[src/rtl/rrp_otf_convert.sv]
// MSD-first on-the-fly conversion of a radix-RADIX signed-digit word to two's complement.
// Optional illegal-digit (-RADIX) detection enabled by defining RRP_OTF_DIGIT_CHECK_EN.
module rrp_otf_convert #(
  parameter int unsigned RADIX = 2,
  parameter int unsigned WIDTH = 7,
  localparam int unsigned K      = $clog2(RADIX),
  localparam int unsigned D      = K + 1,
  localparam int unsigned DIGITS = 2 * WIDTH + 1,
  localparam int unsigned B      = K * DIGITS + 1
) (
  input  logic              clock,
  input  logic              reset,
  input  logic [D*DIGITS-1:0] in_data,
  input  logic              in_valid,
  output logic              in_ready,
  output logic [B-1:0]      out_data,
  output logic              out_valid,
  input  logic              out_ready,
  output logic              dig_err
);

  localparam int unsigned CW      = $clog2(DIGITS);
  localparam logic [B-1:0] RADIX_B = B'(RADIX);
  localparam logic [B-1:0] ONE_B   = B'(1);
  localparam logic [CW-1:0] CNT_TOP = CW'(DIGITS - 1);

  typedef enum logic [1:0] {IDLE, CONV, DONE} state_t;

  state_t             state_q, state_d;
  logic [D*DIGITS-1:0] word_q, word_d;
  logic [B-1:0]       q_q, q_d, qm_q, qm_d;
  logic [B-1:0]       out_data_q, out_data_d;
  logic [CW-1:0]      cnt_q, cnt_d;
  logic               in_ready_q, in_ready_d;
  logic               out_valid_q, out_valid_d;

  logic [D-1:0]       dig;
  logic [B-1:0]       dig_ext, q_next, qm_next;
  logic               dig_neg, dig_pos;

  // Q holds the prefix value, QM holds prefix-1; the digit sign picks the source.
  always_comb begin
    dig     = word_q[cnt_q*D +: D];
    dig_ext = {{(B-D){dig[D-1]}}, dig};
    dig_neg = dig[D-1];
    dig_pos = !dig_neg && (dig != '0);
    q_next  = dig_neg ? (qm_q << K) + dig_ext + RADIX_B
                      : (q_q  << K) + dig_ext;
    qm_next = dig_pos ? (q_q  << K) + dig_ext - ONE_B
                      : (qm_q << K) + dig_ext + RADIX_B - ONE_B;
  end

  always_comb begin
    state_d     = state_q;
    word_d      = word_q;
    q_d         = q_q;
    qm_d        = qm_q;
    cnt_d       = cnt_q;
    out_data_d  = out_data_q;
    in_ready_d  = in_ready_q;
    out_valid_d = out_valid_q;
    case (state_q)
      IDLE: begin
        if (in_valid) begin
          word_d     = in_data;
          q_d        = '0;
          qm_d       = '1;
          cnt_d      = CNT_TOP;
          in_ready_d = 1'b0;
          state_d    = CONV;
        end
      end
      CONV: begin
        q_d  = q_next;
        qm_d = qm_next;
        if (cnt_q == '0) begin
          out_data_d  = q_next;
          out_valid_d = 1'b1;
          state_d     = DONE;
        end else begin
          cnt_d = cnt_q - CW'(1);
        end
      end
      DONE: begin
        if (out_ready) begin
          out_valid_d = 1'b0;
          in_ready_d  = 1'b1;
          state_d     = IDLE;
        end
      end
      default: state_d = IDLE;
    endcase
  end

  always_ff @(posedge clock or posedge reset) begin
    if (reset) begin
      state_q     <= IDLE;
      word_q      <= '0;
      q_q         <= '0;
      qm_q        <= '1;
      cnt_q       <= '0;
      out_data_q  <= '0;
      in_ready_q  <= 1'b1;
      out_valid_q <= 1'b0;
    end else begin
      state_q     <= state_d;
      word_q      <= word_d;
      q_q         <= q_d;
      qm_q        <= qm_d;
      cnt_q       <= cnt_d;
      out_data_q  <= out_data_d;
      in_ready_q  <= in_ready_d;
      out_valid_q <= out_valid_d;
    end
  end

  assign in_ready  = in_ready_q;
  assign out_valid = out_valid_q;
  assign out_data  = out_data_q;

`ifdef RRP_OTF_DIGIT_CHECK_EN
  localparam logic [D-1:0] NEG_R = {1'b1, {K{1'b0}}};

  logic dig_err_q, dig_err_d;

  // Sticky per word: cleared on accept, set by any -RADIX digit during conversion.
  always_comb begin
    dig_err_d = dig_err_q;
    if (state_q == IDLE && in_valid) begin
      dig_err_d = 1'b0;
    end else if (state_q == CONV && dig == NEG_R) begin
      dig_err_d = 1'b1;
    end
  end

  always_ff @(posedge clock or posedge reset) begin
    if (reset) begin
      dig_err_q <= 1'b0;
    end else begin
      dig_err_q <= dig_err_d;
    end
  end

  assign dig_err = dig_err_q;
`else
  assign dig_err = 1'b0;
`endif

endmodule

[config.mk]
export PLATFORM = sky130hd
export DESIGN_NAME = rrp_otf_convert
export DESIGN_NICKNAME = d
export VERILOG_FILES = /design/src/rtl/rrp_otf_convert.sv
export SDC_FILE = /design/constraint.sdc
export NUM_CORES = 1
export LEC_CHECK = 0
export ABC_AREA = 0
export CAP_MARGIN = 20
export CORE_MARGIN = 2
export CORE_UTILIZATION = 25
export CTS_CLUSTER_DIAMETER = 60
export DETAILED_ROUTE_END_ITERATION = 8
export SLEW_MARGIN = 20
export SYNTH_ARGS = -nofsm -noshare
export SYNTH_HDL_FRONTEND = slang
export SYNTH_SLANG_ARGS = --single-unit
[constraint.sdc]
create_clock -name clock -period 8.1 [get_ports clock]
set_input_delay 1.62 -clock clock [delete_from_list [all_inputs] [get_ports clock]]
set_output_delay 1.62 -clock clock [all_outputs]
set_load 0.05 [all_outputs]
* Word-level counts from Yosys, hierarchy flattened
Index checks and enable logic that the tools add are counted.
Word-level totals: flip-flop bits (word level) 84, output and inout bits 19
Cells by class: reduce and logical (&&, ||, !) cells 15, mux-type cells 19, shifts and indexed selects 1, eq/ne operators 6, $add $sub $neg 6
Operators by type and width (number):
- 15-bit one-hot mux with 2 select lines | 2
- 15-bit two-way mux | 3
- 16-bit adder | 2
- 30-bit by 6-bit variable part select with 2-bit output | 1
- 15-bit by 1-bit subtractor with 15-bit output, second input constant | 2
- 16-bit by 2-bit adder with 16-bit output, second input constant | 1
- 16-bit two-way mux | 1
- 3-bit AND reduction | 4
- 4-bit two-way mux | 2
- 2-bit inequality test, second input constant | 4
- 4-bit one-hot mux with 2 select lines | 1
- 2-bit nonzero test | 4
- 2-bit two-way mux | 3
- 2-bit one-hot mux with 3 select lines | 1
- 2-bit AND reduction | 3
- 4-bit logical NOT | 1
- 1-bit two-way mux | 4
- 1-bit one-hot mux with 2 select lines | 2
- 4-bit by 1-bit subtractor with 4-bit output, second input constant | 1
- 2-bit by 1-bit equality test with 1-bit output, second input constant | 1
- 2-bit equality test, second input constant | 1
- 2-bit logical NOT | 1
- 1-bit logical AND | 1
- 1-bit logical NOT | 1

* Logic depth before layout (Yosys ltp)
Gate-level depths: netlist of the first run.
word-level depth 6, depth in mapped cells 19, gate-level depth less buffers 16

* Worst setup path after synthesis of the first run
No wires, ideal clock.
path kind flip-flop to flip-flop, start reg cnt_q[0], end reg qm_q[14], period minus slack after synthesis 4894 ps, path buffers 3, required time 8007 ps, slack 3206 ps, arrival 4801 ps, cell stages (with the launch flop) 20, cells stage by stage dfrtp_1 buf_6 mux4_2 a22oi_1 o211a_1 buf_4 buf_1 ha_1 inv_1 ha_1 fa_1 nor2_1 nand3_1 mux2i_1 or4bb_1 or4_1 o41a_2 and4bb_1 xnor2_1 a21oi_1
On the way: longest elaborated chain between the ends 6, elaborated cells between the ends (all ways) 11
RTL lines:
- start: declaration | line 33 | logic [CW-1:0] cnt_q, cnt_d;
- start signal: assignment | line 110 | cnt_q <= cnt_d;
- 30-bit by 6-bit variable part select with 2-bit output (*) | line 43 | dig = word_q[cnt_q*D +: D];
- 16-bit adder | line 50 | : (qm_q << K) + dig_ext + RADIX_B - ONE_B;
- 16-bit by 2-bit adder with 16-bit output | line 50
- 15-bit by 1-bit subtractor with 15-bit output | line 50
- 15-bit two-way mux (*) | line 49 | qm_next = dig_pos ? (q_q << K) + dig_ext - ONE_B
- 15-bit one-hot mux with 2 select lines (*) | line 62 | case (state_q)
- end signal: assignment | line 109 | qm_q <= qm_d;
- end: declaration | line 31 | logic [B-1:0] q_q, q_d, qm_q, qm_d;
Mark *: on every way between the ends. The rest lies on a longest branch, timed or not. A chain may end at the register's enable or synchronous reset.

* Worst setup path in the final report of the first run
Ends and elaborated chain as after synthesis.

==> metrics.md, run 1 <==
| Metric | Value |
|---|---|
| Inserted Clock Buffers | 9 |
| GPL Wtd Cong | 0.845 |
| Worst clock skew | around 0.011 ns |
| Synth warnings | 0 |
| Placed instance count | 942 |
| # fillers | roughly 2400 |
| Syn_nets | approximately 700 |
| Ant diodes | 0 |
| Synth-to-Final Area Change | 20.3% |
| Worst Hold Class | register to register |
| Root Driver | clkbuf_16 |
| Residual DRC count | 0 |
| Finished Layout Cells | between 900 and 1000 |
| Sequential standard cell area | approximately 2100 um2 |
| Crit end category | register |
| Setup WS post-layout | between 2 and 3 ns |
| Mapped Cells | around 630 |
| Worst r2r dst | qm_q[14]$_DFFE_PP1P_ |
| Number of synthesized flops with an enable pin | 0 |
| # nets final | between 700 and 800 |
| Max Buffers Root-to-Sink | 2 |
| Routed len/inst | 13.0 um |
| CTS tree | yes |
| Initial Util | 25.4% |
| RSZ-0062 raised after global routing | false |
| Post-synthesis register bit count | 84 |
| Drt pass-1 iters | 4 |
| Slew headroom | 40.2% |
| Largest net degree at the start of global routing | 48 |
| Layout cells sized above 1 | under 10% |
| WHS Endpoint | word_q[24]$_DFFE_PP0P_ |
| Max-slew violation count | 0 |
| Slew @ Worst Pin | approximately 0.89 ns |
| Synth Cell Area | 5550 um2 |
| Die Wd | roughly 150 um |
| Avg Cell Area, Syn | about 9 um2 |
| Final min period | 5.56 ns |
| Post-CTS setup buffers | 0 |
| Fraction of registers with async set/reset | 100% |
| Area post-placement | 6330 um2 |
| Post-DP HPWL | 9430 um |
| CP Class | register to register |
| Library cells used by synthesis | 70 |
| Hold Buf Count CTS | 0 |
| Most frequent cells in the layout | nand2_1 (158), dfrtp_1 (68), clkdlybuf4s50_1 (51) |
| Core Rows | 54 |
| Vias in the first global route | around 4400 |
| Final Setup Violations | 0 |
| Final Cycle Share | between 60% and 70% |
| Status | complete, no violations |
| Top FF cell, synth | dfrtp_1 |
| Antenna violations before repair | 0 |
| Critical Path Start Type | register |
| Setup TNS | 0 ns |
| Vias | around 4400 |
| Reg-to-Reg Start | cnt_q[0]$_DFFE_PP0P_ |
| GRT Overall Usage | 11.1% |
| Top Ports | 53 |
| Final instance area | about 6700 um2 |
| Critical Path RT | 8.38 ns |
| Clk_lat worst skew | 0.36 ns |
| Most common library cell in the layout ignoring fill and taps | nand2_1 |
| Max-Cap Viols | 0 |
| R2R setup slack | 2.54 ns |
| Worst r2r path cells | 17 |
| Total grt overflow | 0 |
| # H-tree levels | 3 |
| Vias/cell | 4.59 |
| Critical Path Fanout Max | 34 |
| Routed Antenna Nets | 0 |
| Setup slack at placement | 2.57 ns |
| First-pass GRT wire length | around 21000 um |
| Die Y | 153 um |
| Initial DRC count | 200 |
| Hold Startpoint | word_q[24]$_DFFE_PP0P_ |
| CTS sink cnt | 84 |
| Post_cts resized | 0 |
| WHS Path Cells | 2 |
| Area occupied by multi-input gates | 3230 um2 |
| Worst-path clk slew | about 0.07 ns |
| Fmax | 180 MHz |
| Post-synthesis sequential area ratio | 38.3% |
| WP data arrival | 5.85 ns |
| Port Buffers | 51 |
| Final wirelength | 12500 um |
| Core region area | 21800 um2 |
| Die ar. | between 20000 and 25000 um2 |
| Hold Fails Final Rpt | 0 |
how the worst max path moves through the flow:
stage / startpoint / end / slack, ns / depth (start not counted)
floorplan: cnt_q[0]$_DFFE_PP0P_ / qm_q[14]$_DFFE_PP1P_ / 3.21 / 19
global placement: cnt_q[0]$_DFFE_PP0P_ / qm_q[14]$_DFFE_PP1P_ / 2.70 / 17
detailed placement: cnt_q[0]$_DFFE_PP0P_ / qm_q[14]$_DFFE_PP1P_ / 2.57 / 17
CTS: cnt_q[0]$_DFFE_PP0P_ / qm_q[14]$_DFFE_PP1P_ / 2.53 / 17
global route: cnt_q[0]$_DFFE_PP0P_ / qm_q[14]$_DFFE_PP1P_ / 2.16 / 17
finish: cnt_q[0]$_DFFE_PP0P_ / qm_q[14]$_DFFE_PP1P_ / 2.54 / 17
per-stage QoR:
| stage | hold WS (ns) | util [%] |
|---|---|---|
| after floorplan | 0.438 | - |
| final | 0.471 | 30.6 |
| after global placement | 0.454 | 29.0 |
| after detailed placement | 0.460 | 29.0 |
| after CTS | 0.478 | 30.5 |
| after global routing | 0.504 | 30.6 |
cell usage after synthesis, types with 5 or more instances:
| library cell | count | area share [%] |
|---|---|---|
| xnor2_1 | 23 | 3.6 |
| or3_1 | 6 | 0.68 |
| mux4_2 | 6 | 2.4 |
| nor2_1 | 35 | 2.4 |
| a21oi_1 | 34 | 3.1 |
| a31oi_1 | 10 | 1.1 |
| inv_1 | 18 | 1.2 |
| nand2_1 | 158 | 11 |
| clkbuf_1 | 18 | 1.2 |
| dfstp_2 | 16 | 7.6 |
| xor2_1 | 9 | 1.4 |
| mux2i_1 | 15 | 2.7 |
| dfrtp_1 | 68 | 31 |
| ha_1 | 43 | 9.7 |
| nor2b_1 | 5 | 0.56 |
| o21ai_0 | 48 | 4.3 |
| nand3_1 | 11 | 0.99 |
| nand2b_1 | 5 | 0.56 |
| nor3_1 | 11 | 0.99 |
layer usage:
layer | track usage (%) | up-vias | routed length [um]
met1 | 14.6 | 2017 | 6130
met3 | 2.89 | 5 | 432
met5 | 0 | - | 0
li1 | - | 2309 | -
met2 | 18.6 | 72 | 5840
met4 | 2.34 | 0 | 65
critical path, stage by stage (launching register included):
cell and delay, ns:
dfrtp_1 0.63, mux4_2 0.56, a22oi_1 0.22, o211a_1 0.18, buf_4 0.28, inv_4 0.23, ha_1 0.34, ha_1 0.24
fa_1 0.50, nor2_1 0.25, nand3_1 0.11, mux2i_1 0.29, or4bb_1 0.55, or4_1 0.41, o41a_2 0.15, and4bb_1 0.30
xnor2_1 0.07, a21oi_1 0.14
state kept, by name, summed over array words and instances (netlist names):
register and flops:
word_q 30, out_data 16, q_q 15, qm_q 15
cnt_q 4, state_q 2, in_ready 1, out_valid 1
cell type report:
cell class	count	share of cell area, %
clock buffers	9	3.38
clock inverters	7	1.61
inverters	20	1.26
multi-input cells	503	48.4
flip-flops and latches	84	31.8
well taps	280	5.25
repair buffers	56	8.27
logic make-up after synthesis:
kind of cell               share of synthesized area (%)
xor gates and xnor gates                            5.35
adders and majority gates                           10.4
other                                             0.0676
muxes                                               5.55
buffers and inverters                               3.50
and+or+nand+nor                                     20.7
AOI/OAI and AO/OA                                   16.2
DFF                                                 38.3
Power of run 1 is not shown: default switching activity piles up to over one toggle a cycle in this logic, so the estimate is an artifact.
==> inputs of run 2 (changes only) <==
==> constraint.sdc (replaced) <==
create_clock -name clock -period 4.7 [get_ports clock]
set_input_delay 0.94 -clock clock [delete_from_list [all_inputs] [get_ports clock]]
set_output_delay 0.94 -clock clock [all_outputs]
set_load 0.05 [all_outputs]
==> run 2 against run 1 <==
  * Cell area is 2.7% higher
  * Sequential share of layout area is 0.82 points lower
  * Worst setup slack worse by 2.3 ns
  * Core utilization is 0.83 points higher
  * Clock skew is 0.0056 ns lower
  * Fmax is 25% higher
  * Global-route usage is 0.066 points lower
  * Critical path depth is 1 lower
  * Worst hold slack better by 0.0020 ns
  * Die area stayed put
  * Cell count is 2.2% higher
  * Non-clock buffer count is 21 higher
  * Critical path type unchanged
==> metrics.md, run 2 (synthesized netlist as in run 1, its figures left out) <==
| Metric | Value |
|---|---|
| Status | complete, no violations |
| Final min period | 4.46 ns |
| Routed len/inst | 13.1 um |
| CTS sink cnt | between 80 and 90 |
| Die ar. | around 23000 um2 |
| Antenna violations before repair | 0 |
| Largest Register | word_q |
| Die Y | about 150 um |
| Initial DRC count | between 150 and 200 |
| Top Ports | 53 |
| Critical Path RT | 4.99 ns |
| Finished Layout Cells | 980 |
| Placed instance count | 963 |
| Total grt overflow | 0 |
| # fillers | 2293 |
| Max reg flops | 30 |
| Critical Path Start Type | register |
| Setup TNS | 0 ns |
| Layout cells sized above 1 | 11.9% |
| Max-Cap Viols | 0 |
| Fmax | 224 MHz |
| Hold Buf Count CTS | 0 |
| CP Class | register to register |
| Slew @ Worst Pin | around 0.9 ns |
| Vias in the first global route | 4434 |
| Vias | 4542 |
| Vias/cell | 4.63 |
| Core region area | roughly 22000 um2 |
| GRT Overall Usage | approximately 11% |
| Worst clock skew | about 0.0055 ns |
| Slew headroom | 41.2% |
| Port Buffers | 51 |
| CTS tree | yes |
| Worst Hold Class | register to register |
| GPL Wtd Cong | 0.833 |
| Largest net degree at the start of global routing | just over 50 |
| Final wirelength | 12800 um |
| Most frequent cells in the layout | nand2_1 (158), dfrtp_1 (67), clkdlybuf4s50_1 (51) |
| Hold Fails Final Rpt | 0 |
| WP data arrival | between 4 and 5 ns |
| Clk_lat worst skew | 0.35 ns |
| Most common library cell in the layout ignoring fill and taps | nand2_1 |
| Max-slew violation count | 0 |
| Die Wd | 153 um |
| Drt pass-1 iters | 4 |
| Core Rows | 54 |
| Final core occ | 31.4% |
| Final Cycle Share | 95.0% |
| Ant diodes | 0 |
| # nets final | roughly 770 |
| Synth-to-Final Area Change | 23.6% |
| Max Buffers Root-to-Sink | 2 |
| Routed Antenna Nets | 0 |
| Critical Path Fanout Max | 7 |
| Initial Util | 25.4% |
| Post-DP HPWL | 9710 um |
| Inserted Clock Buffers | 9 |
| Final Setup Violations | 0 |
| Residual DRC count | 0 |
| Crit end category | register |
| First-pass GRT wire length | 21300 um |
| Worst-path clk slew | ~0.070 ns |
| RSZ-0062 raised after global routing | false |
| # H-tree levels | 3 |
| Root Driver | clkbuf_16 |
[run 2: critical path, stage by stage, from the launching register on]
cell and delay (ns):
dfrtp_1 0.49, mux2_2 0.38, a22oi_1 0.25, o211a_4 0.24, inv_6 0.04, ha_1 0.26
ha_1 0.24, fa_2 0.38, xnor2_2 0.21, nand3_1 0.10, mux2i_1 0.18, or4bb_1 0.53
or4_1 0.42, o41a_2 0.16, and4bb_1 0.30, xnor2_1 0.06, a21oi_1 0.14
[run 2: path summary, 6_finish.rpt]
check                                       startpoint                endpoint  slack, ns  cells past startpoint
min in group asynchronous                        reset   word_q[4]$_DFFE_PP0P_       1.01                      3
max in group asynchronous                        reset    cnt_q[0]$_DFFE_PP0P_       3.17                      3
worst min-delay path            word_q[21]$_DFFE_PP0P_  word_q[21]$_DFFE_PP0P_       0.47                      2
worst min register to register  word_q[21]$_DFFE_PP0P_  word_q[21]$_DFFE_PP0P_       0.47                      2
worst max-delay path              cnt_q[1]$_DFFE_PP0P_    qm_q[14]$_DFFE_PP1P_       0.24                     16
worst max register to register    cnt_q[1]$_DFFE_PP0P_    qm_q[14]$_DFFE_PP1P_       0.24                     16
[run 2: cell type report]
class / instances / area [um2] / area share, %
multi-input cells: 503 / 3260 / 47.5
flip-flops and latches: 84 / 2120 / 31.0
repair buffers: 77 / 706 / 10.3
well taps: 280 / 350 / 5.11
clock buffers: 9 / 225 / 3.29
clock inverters: 7 / 106 / 1.55
inverters: 20 / 86.3 / 1.26
[run 2: per-stage QoR]
step           setup slack [ns]  hold WS, ns  area, um2
5_1_grt                  0.0228        0.501       6850
6_report                  0.237        0.473       6850
3_5_place_dp              0.115        0.457       6490
4_1_cts                  0.0785        0.475       6820
2_1_floorplan           0.00546        0.438       5550
3_3_place_gp              0.202        0.455       6480
[run 2: repair_timing]
| action | CTS | global route |
|---|---|---|
| endpoints found under the hold margin | 0 | 0 |
| endpoints found under the setup margin | 0 | 5 |
| resized for setup | 0 | 6 |
| setup buffers | 0 | 1 |
[run 2: routing by layer]
| layer | vias up | GRT usage (%) | part of all wire (%) | wire length, um |
|---|---|---|---|---|
| met4 | 0 | 3.66 | 1.6 | 209 |
| met3 | 20 | 2.98 | 3.4 | 439 |
| met5 | - | 0 | 0 | 0 |
| met1 | 2087 | 14.4 | 49 | 6260 |
| met2 | 88 | 17.9 | 46 | 5900 |
| li1 | 2347 | - | - | - |
Power of run 2 is left out for the same reason.
==> inputs of run 3 (changes only) <==
--- a/config.mk
+++ b/config.mk
@@ -6,7 +6,7 @@
 export NUM_CORES = 1
 export LEC_CHECK = 0
 export ABC_AREA = 0
-export CAP_MARGIN = 20
+export CAP_MARGIN = 5
 export CORE_MARGIN = 2
 export CORE_UTILIZATION = 25
 export CTS_CLUSTER_DIAMETER = 60
==> run 3 against run 2 <==
  * First-iteration DRC count is 4.5% higher
  * Clock-buffer cell count stayed put
  * Sequential cell count stayed put
  * Via count is 0.33% higher
  * Die area stayed put
  * Global-route usage is 0.11 points higher
  * Sequential share of layout area is 0.057 points higher
  * Clock skew is 0.0033 ns higher
==> metrics.md, run 3 (synthesized netlist as in run 1, its figures left out) <==
| Metric | Value |
|---|---|
| Total grt overflow | 0 |
| Largest Register | word_q |
| Drt pass-1 iters | 4 |
| Final wirelength | approximately 13000 um |
| Port Buffers | just over 50 |
| # fillers | 2285 |
| Vias in the first global route | 4385 |
| Die ar. | roughly 23000 um2 |
| Routed len/inst | about 13 um |
| Clk_lat worst skew | about 0.35 ns |
| Slowest cell delay on critical path | about 0.53 ns |
| Critical Path RT | 4.97 ns |
| CTS sink cnt | 84 |
| Top Ports | 53 |
| Status | complete, no violations |
| Routed Antenna Nets | 0 |
| Worst clock skew | between 0.008 and 0.009 ns |
| Die Y | ~150 um |
| # H-tree levels | 3 |
| Post-DP HPWL | 9690 um |
| Crit end category | register |
| Worst Hold Class | register to register |
| Ant diodes | 0 |
| WHS | 0.469 ns |
| Crit-path leading delay family | simple AND/OR/NAND/NOR gates |
| Worst-path clk slew | 0.07 ns |
| # nets final | 773 |
| Hold Buf Count CTS | 0 |
| Max reg flops | 30 |
| Initial DRC count | 208 |
| Buf/Inv on CP | 2 |
| Most frequent cells in the layout | nand2_1 (158), dfrtp_1 (67), clkdlybuf4s50_1 (51) |
| Synth-to-Final Area Change | 23.4% |
| Max-slew violation count | 0 |
| Fmax | between 200 and 250 MHz |
| Setup slack at placement | about 0.13 ns |
| Slew @ Worst Pin | 0.896 ns |
| Max Buffers Root-to-Sink | 2 |
| Vias | roughly 4600 |
| Root Driver | clkbuf_16 |
| Vias/cell | 4.65 |
| Max-Cap Viols | 0 |
| First-pass GRT wire length | 21400 um |
| GPL Wtd Cong | 0.833 |
| Final Setup Violations | 0 |
| Final Cycle Share | 95.1% |
| Critical Path Start Type | register |
| Hold Fails Final Rpt | 0 |
| Final min period | about 4.5 ns |
| CP Class | register to register |
| Critical Path Fanout Max | 11 |
| Residual DRC count | 0 |
| Core Rows | 54 |
| Die Wd | 153 um |
| Largest net degree at the start of global routing | 51 |
| CTS tree | yes |
| RSZ-0062 raised after global routing | false |
| Critical path's slowest cell | or4bb_1 |
| Core region area | approximately 22000 um2 |
| Setup WS post-layout | 0.228 ns |
| Setup TNS | 0 ns |
| Inserted Clock Buffers | 9 |
| Layout cells sized above 1 | between 10% and 20% |
| Slew headroom | 40.1% |
| WP data arrival | 4.74 ns |
| Most common library cell in the layout ignoring fill and taps | nand2_1 |
| Antenna violations before repair | 0 |
| Crit path cell chain | mux4_2 > a22oi_1 > o211a_1 > inv_6 > buf_4 > ha_1 > ha_1 > a21oi_1 > mux2i_1 > or4bb_1 > or4_1 > o41a_2 > nand3b_1 > xnor2_1 > a21oi_1 |
| Initial Util | 25.4% |
| GRT Overall Usage | 11.2% |
-- run 3: per-stage QoR --
step | instances | area [um2] | utilization, %
6_report | 979 | 6840 | 31.3
5_1_grt | 979 | 6840 | 31.3
3_3_place_gp | 962 | 6480 | 29.7
3_5_place_dp | 962 | 6480 | 29.7
4_1_cts | 978 | 6820 | 31.2
2_1_floorplan | 632 | 5550 | -
-- run 3: worst register-to-register path, stage by stage (launching register included) --
cell and delay (ns):
dfrtp_2 0.41, mux4_2 0.50, a22oi_1 0.19, o211a_1 0.28, inv_6 0.05, buf_4 0.18, ha_1 0.29, ha_1 0.37
a21oi_1 0.27, mux2i_1 0.25, or4bb_1 0.53, or4_1 0.42, o41a_2 0.16, nand3b_1 0.18, xnor2_1 0.15, a21oi_1 0.17
-- run 3: final timing paths --
check / startpoint / end / slack (ns) / cells after the start
max: cnt_q[0]$_DFFE_PP0P_ / qm_q[12]$_DFFE_PP1P_ / 0.23 / 15
min: word_q[21]$_DFFE_PP0P_ / word_q[21]$_DFFE_PP0P_ / 0.47 / 2
max reg2reg: cnt_q[0]$_DFFE_PP0P_ / qm_q[12]$_DFFE_PP1P_ / 0.23 / 15
min reg2reg: word_q[21]$_DFFE_PP0P_ / word_q[21]$_DFFE_PP0P_ / 0.47 / 2
max in group asynchronous: reset / cnt_q[0]$_DFFE_PP0P_ / 3.17 / 3
min in group asynchronous: reset / word_q[4]$_DFFE_PP0P_ / 1.00 / 3
-- run 3: layer usage --
layer  up-vias  GRT usage, %  share of wire, %
met5         -             0                 0
met4         0          3.92               2.1
met3        20          2.95               3.8
met2        91          17.9                46
met1      2097          14.6                48
li1       2349             -                 -
-- run 3: repair_timing --
| item | CTS | global route |
|---|---|---|
| resized for setup | 0 | 4 |
| setup endpoints to repair | 0 | 3 |
| buffers inserted | 0 | 1 |
-- run 3: final cells by class --
type / count / area, um2 / area share (%)
sequential: 84 / 2120 / 31.0
tap: 280 / 350 / 5.12
clock buffer: 9 / 225 / 3.29
timing repair buffer: 76 / 698 / 10.2
clock inverter: 7 / 106 / 1.55
multi-input combinational: 503 / 3250 / 47.5
inverter: 20 / 86.3 / 1.26
Power of run 3 is left out for the same reason.
